[config.mk]
export PLATFORM = sky130hd
export DESIGN_NAME = flags_bank
export DESIGN_NICKNAME = d
export VERILOG_FILES = /design/src/rtl/flags_pkg.sv /design/src/rtl/flags_lifo.sv /design/src/rtl/flags_bank.sv
export SDC_FILE = /design/constraint.sdc
export NUM_CORES = 1
export LEC_CHECK = 0
export CORE_AREA = 2 2 69 71
export DETAILED_ROUTE_END_ITERATION = 12
export DIE_AREA = 0 0 71 73
export GPL_TIMING_DRIVEN = 0
export PLACE_DENSITY = 0.89
export SLEW_MARGIN = 10
export SYNTH_ARGS = -nofsm -noshare
export SYNTH_HDL_FRONTEND = slang
export SYNTH_SLANG_ARGS = --single-unit
export TNS_END_PERCENT = 10
[constraint.sdc]
create_clock -name CLK -period 4.4 [get_ports CLK]
set_input_delay 0.88 -clock CLK [delete_from_list [all_inputs] [get_ports CLK]]
set_output_delay 0.88 -clock CLK [all_outputs]
set_load 0.01 [all_outputs]
[src/rtl/flags_pkg.sv]
// flags_pkg: flag bit indices, flag type, opcode constants
// and the logical-op carry-select helper.
package flags_pkg;

  localparam int FLAG_N = 3;
  localparam int FLAG_Z = 2;
  localparam int FLAG_C = 1;
  localparam int FLAG_V = 0;

  typedef logic [3:0] flag_t;

  localparam logic [4:0] OP_AND = 5'd0;
  localparam logic [4:0] OP_EOR = 5'd1;
  localparam logic [4:0] OP_SUB = 5'd2;
  localparam logic [4:0] OP_RSB = 5'd3;
  localparam logic [4:0] OP_ADD = 5'd4;
  localparam logic [4:0] OP_ADC = 5'd5;
  localparam logic [4:0] OP_SBC = 5'd6;
  localparam logic [4:0] OP_RSC = 5'd7;
  localparam logic [4:0] OP_TST = 5'd8;
  localparam logic [4:0] OP_TEQ = 5'd9;
  localparam logic [4:0] OP_CMP = 5'd10;
  localparam logic [4:0] OP_CMN = 5'd11;
  localparam logic [4:0] OP_ORR = 5'd12;
  localparam logic [4:0] OP_MOV = 5'd13;
  localparam logic [4:0] OP_BIC = 5'd14;
  localparam logic [4:0] OP_MVN = 5'd15;

  // Logical ops take C from the shifter, arithmetic ops from the ALU.
  function automatic logic carry_sel(
    input logic [4:0] op,
    input logic       sh_c,
    input logic       alu_c
  );
    logic c;
    case (op)
      OP_AND, OP_EOR, OP_TST, OP_TEQ,
      OP_ORR, OP_MOV, OP_BIC, OP_MVN: c = sh_c;
      default: c = alu_c;
    endcase
    return c;
  endfunction

endpackage

[src/rtl/flags_lifo.sv]
// flags_lifo: per-context DEPTH x 4 saved-flags stack.
// push/pop arrive pre-qualified (never both, never on full/empty).
module flags_lifo
  import flags_pkg::*;
#(
  parameter  int DEPTH = 4,
  localparam int PTR_W = $clog2(DEPTH + 1)
) (
  input  logic             clk,
  input  logic             rst,
  input  logic             push,
  input  logic             pop,
  input  flag_t            wr_data,
  output flag_t            rd_data,
  output logic [PTR_W-1:0] depth,
  output logic             full,
  output logic             empty
);

  localparam int AW = (DEPTH > 1) ? $clog2(DEPTH) : 1;

  flag_t            mem [DEPTH];
  logic [PTR_W-1:0] ptr;
  logic [PTR_W-1:0] top;

  assign top     = ptr - PTR_W'(1);
  assign rd_data = mem[top[AW-1:0]];
  assign depth   = ptr;
  assign full    = (ptr == PTR_W'(DEPTH));
  assign empty   = (ptr == '0);

  // Stack pointer: cleared by reset, moved by push/pop.
  always_ff @(posedge clk) begin
    if (rst) ptr <= '0;
    else if (push) ptr <= ptr + PTR_W'(1);
    else if (pop) ptr <= top;
  end

  // Entry storage; contents are not reset.
  always_ff @(posedge clk) begin
    if (push) mem[ptr[AW-1:0]] <= wr_data;
  end

endmodule

[src/rtl/flags_bank.sv]
// flags_bank: NCTX live NZCV sets, each with a saved-flags LIFO.
// Build option FLAGS_BYPASS_EN forwards next-edge flags onto Flags.
module flags_bank
  import flags_pkg::*;
#(
  parameter  int NCTX  = 2,
  parameter  int DEPTH = 4,
  localparam int CTX_W = (NCTX > 1) ? $clog2(NCTX) : 1,
  localparam int PTR_W = $clog2(DEPTH + 1)
) (
  input  logic             CLK,
  input  logic             Reset,
  input  logic [CTX_W-1:0] CtxSel,
  input  logic [3:0]       FlagWrite,
  input  logic [3:0]       ALUFlags,
  input  logic             ShifterCarry,
  input  logic [4:0]       Op,
  input  logic             Push,
  input  logic             Pop,
  input  logic             ErrClr,
  output logic [3:0]       Flags,
  output logic [PTR_W-1:0] StackDepth,
  output logic             Overflow,
  output logic             Underflow,
  output logic             ProtoErr
);

  flag_t            live   [NCTX];
  flag_t            top_a  [NCTX];
  logic [PTR_W-1:0] dep_a  [NCTX];
  logic             full_a [NCTX];
  logic             empt_a [NCTX];
  logic [NCTX-1:0]  hit;

  logic             in_range;
  flag_t            cur_live;
  flag_t            cur_top;
  logic [PTR_W-1:0] cur_dep;
  logic             cur_full;
  logic             cur_empty;
  flag_t            merged;
  flag_t            next_live;
  flag_t            flags_src;

  assign in_range = (int'(CtxSel) < NCTX);

  genvar g;
  generate
    for (g = 0; g < NCTX; g++) begin : g_ctx
      logic push_en;
      logic pop_en;
      assign hit[g]  = in_range && (CtxSel == CTX_W'(g));
      assign push_en = hit[g] & Push & ~Pop & ~full_a[g];
      assign pop_en  = hit[g] & Pop & ~Push & ~empt_a[g];
      flags_lifo #(.DEPTH(DEPTH)) u_lifo (
        .clk     (CLK),
        .rst     (Reset),
        .push    (push_en),
        .pop     (pop_en),
        .wr_data (live[g]),
        .rd_data (top_a[g]),
        .depth   (dep_a[g]),
        .full    (full_a[g]),
        .empty   (empt_a[g])
      );
    end
  endgenerate

  // Select the addressed context's live flags and stack status.
  always_comb begin
    cur_live  = '0;
    cur_top   = '0;
    cur_dep   = '0;
    cur_full  = 1'b0;
    cur_empty = 1'b1;
    for (int c = 0; c < NCTX; c++) begin
      if (hit[c]) begin
        cur_live  = live[c];
        cur_top   = top_a[c];
        cur_dep   = dep_a[c];
        cur_full  = full_a[c];
        cur_empty = empt_a[c];
      end
    end
  end

  // Next live value: restore on pop, else merged flag write.
  always_comb begin
    merged         = cur_live;
    merged[FLAG_N] = FlagWrite[FLAG_N] ? ALUFlags[FLAG_N]
                                       : cur_live[FLAG_N];
    merged[FLAG_Z] = FlagWrite[FLAG_Z] ? ALUFlags[FLAG_Z]
                                       : cur_live[FLAG_Z];
    merged[FLAG_V] = FlagWrite[FLAG_V] ? ALUFlags[FLAG_V]
                                       : cur_live[FLAG_V];
    merged[FLAG_C] = FlagWrite[FLAG_C]
                   ? carry_sel(Op, ShifterCarry, ALUFlags[FLAG_C])
                   : cur_live[FLAG_C];
    next_live = cur_live;
    if (Push && Pop) next_live = cur_live;
    else if (Pop) next_live = cur_empty ? cur_live : cur_top;
    else next_live = merged;
  end

  // Live flag registers; only the addressed context moves.
  always_ff @(posedge CLK) begin
    for (int c = 0; c < NCTX; c++) begin
      if (Reset) live[c] <= '0;
      else if (hit[c]) live[c] <= next_live;
    end
  end

  // Sticky errors; a new event outranks a same-cycle clear.
  always_ff @(posedge CLK) begin
    if (Reset) begin
      Overflow  <= 1'b0;
      Underflow <= 1'b0;
      ProtoErr  <= 1'b0;
    end else begin
      Overflow  <= (in_range & Push & ~Pop & cur_full)
                 | (Overflow & ~ErrClr);
      Underflow <= (in_range & Pop & ~Push & cur_empty)
                 | (Underflow & ~ErrClr);
      ProtoErr  <= (in_range & Push & Pop)
                 | (ProtoErr & ~ErrClr);
    end
  end

`ifdef FLAGS_BYPASS_EN
  assign flags_src = next_live;
`else
  assign flags_src = cur_live;
`endif

  assign Flags      = in_range ? flags_src : 4'b0000;
  assign StackDepth = in_range ? cur_dep : '0;

endmodule

==> impl_results.md <==
- Ant diodes: 0
- Synth Register Bits: 49
- CTS tree: yes
- Post-synth ARST share: 0
- Clock Skew: 0.00847 ns
- Count leader, synth: edfxtp_1
- DR vias: 1,735
- Clk_lat worst skew: 0.30 ns
- CTS Buffer Depth: 2
- Vias/cell: 6.05
- Die W: roughly 71 um
- Iter 0 DRT Violations: 156
- Prevailing post-synth register cell: edfxtp_1
- Overall routing resource usage: 0.212
- First-pass GRT wire length: between 8000 and 9000 um
- Yosys warns: 0
- Crit share post-route: 0.702
- Netlist cell types: 46
- # setup viols final: 0
- Core area: 0.00454 sq mm
- CTS Buf Count: 5
- Yosys top cell by area: edfxtp_1
- HPWL Detailed: about 4000 um
- Drt total wl: 5180 um
- Layout cells sized above 1: 0.142
- # resized after CTS: 0
- Starting Density: 0.561
- Max Fclk: 324 MHz
- Post-synth top area share: 0.472
- Io pins: 30
- CP Capture Type: output port
- Shortest period the worst path allows: ~3.1 ns
- Slew HR: 0.602
- Critical path data required time: 3.52 ns
- Final hold vios: 0
- Die ar.: 0.00518 sq mm
- WL per Instance: roughly 18 um
- Clock root buffer: clkbuf_8
- Post-synthesis net count: 228
- VDD IR max: between 0.00015 and 0.0002 V
- P&R area growth vs syn: 16.5%
- Gpl congestion: around 0.81
- Hold_buf cts: 0
- H-Tree Depth: 2
- TNS Setup: 0 ns
- CTS sink cnt: 49
- Fin util: 0.653
- Post-synth EDFFs: 40
- Commonest cells in the netlist: edfxtp_1 (40), a21oi_1 (13), inv_1 (12)
- Status: completed
- Slew Viols, Final: 0
- Largest net degree at the start of global routing: 15
- Instance count of the mapped netlist: 198
- CP Max Fanout: 10
- LEAKAGE: ~0.0011 uW
- Fill cells: about 340
- Row cnt: 25
- Post-CTS setup buffers: 0
- Syn Area/Cell: about 13 sq um
- Post-synthesis cell area: approximately 0.0025 sq mm
- Worst EP arrival: ~2.2 ns
- DRC violations left: 0
- Chip height: about 73 um
- Worst-Margin Slew: ~0.59 ns
- CP Launch Type: primary input
- Pwr/cell area: 308 mW/mm^2
- Sequential area share after synthesis: 0.543
- RSZ-0062 raised after global routing: no
- Top cells by area, synth: edfxtp_1 (47%), dfxtp_1 (7.1%), mux4_2 (5.3%)
- Worst-path clk slew: 0.08 ns
- Hold crit path type: reg -> reg
- First-pass iteration count of the detailed router: 4
- Routed Antenna Nets: 0
- Grt total ovfl: 0
- Initial antenna violation count: 0
- Number of global-route vias before repair: 1,683
- PortBufs: 27
- MaxCap Viol Count: 0
- Layout Nets: 262
- CP Class: in -> out
## critical path, cell delays in order
cell and delay [ns]:
buf_6 0.12, buf_12 0.15, buf_2 0.22, mux2_2 0.35
clkdlybuf4s50_1 0.48
## path summary, 6_finish.rpt
path         cells past startpoint  slack [ns]                        to                                   from
min reg2reg                      2        0.49       ProtoErr$_SDFF_PP0_                    ProtoErr$_SDFF_PP0_
min                              2        0.49       ProtoErr$_SDFF_PP0_                    ProtoErr$_SDFF_PP0_
max                              5        1.31             StackDepth[2]                                 CtxSel
max reg2reg                      8        1.96  live[0][3]$_SDFFCE_PN0P_  g_ctx[1].u_lifo.depth[0]$_SDFFE_PP0P_
## per-stage QoR
stage          std cells  cell area [sq um]  total power, uW  hold slack [ns]  worst slack [ns]
6_report             287               2960              914            0.486              1.31
5_1_grt              287               2960              944            0.524              1.26
4_1_cts              287               2960              917            0.488              1.32
3_5_place_dp         279               2880              675            0.472              1.33
3_3_place_gp         279               2880              670            0.462              1.33
2_1_floorplan        198               2540              621            0.476              1.86
## area by class of cell
class / instances / area, sq um / share of cell area
flip-flops and latches: 49 / 1380 / 0.466
multi-input cells: 126 / 1030 / 0.348
repair buffers: 27 / 270 / 0.0912
plain buffers: 11 / 87.6 / 0.0296
clock buffers: 5 / 68.8 / 0.0232
well taps: 54 / 67.6 / 0.0228
inverters: 12 / 45.0 / 0.0152
clock inverters: 3 / 12.5 / 0.00422
## state kept, by name, summed over array words and instances, names as in the netlist
signal,cells
Overflow,1
ProtoErr,1
Underflow,1
g_ctx.u_lifo.depth,6
g_ctx.u_lifo.mem,32
live,8
## cells by family (layout without fill, tap and decap cells)
kind of cell,after synthesis,count (layout),synth area share
muxes,18,18,0.113
and+or+nand+nor,54,54,0.129
buffers and inverters,23,58,0.0521
DFF,49,49,0.543
adders and majority gates,10,10,0.0492
AOI/OAI and AO/OA,44,44,0.113
## layer usage
layer  vias to the layer above  wire (um)  GRT usage
li1                        812          -          -
met1                       830       2140      0.268
met2                        82       2550      0.348
met3                        11        359     0.0470
met4                         0        134      0.103
met5                         -          0          0
## cell usage in the layout (no fill, tap or decap), types with 2 or more instances in the layout
master / instances
edfxtp_1: 40
clkdlybuf4s50_1: 27
a21oi_1: 13
inv_1: 12
ha_1: 10
dfxtp_1: 9
nand2_1: 9
o21ai_0: 7
nand2b_1: 7
mux2i_1: 7
and3_1: 6
nor3_1: 6
mux4_2: 6
nor2_1: 5
clkbuf_8: 5
nor2b_1: 4
o211ai_1: 4
buf_2: 3
buf_6: 3
nand3_1: 3
clkbuf_1: 3
a21boi_0: 3
a221oi_1: 3
a31oi_1: 3
mux2i_4: 2
mux2_2: 2
and3b_1: 2
nand4_1: 2
nor3b_1: 2
o21ai_2: 2
o32ai_1: 2
o21a_1: 2
clkinv_1: 2
## where the power goes
group | total, uW | internal (uW) | leakage (uW) | switching, uW
combinational | 136 | 67.2 | 0.000576 | 68.5
clock | 248 | 107 | 0.0000430 | 141
sequential | 530 | 517 | 0.000456 | 12.8
total | 914 | 691 | 0.00107 | 222
(Power assumes the default switching activity.)
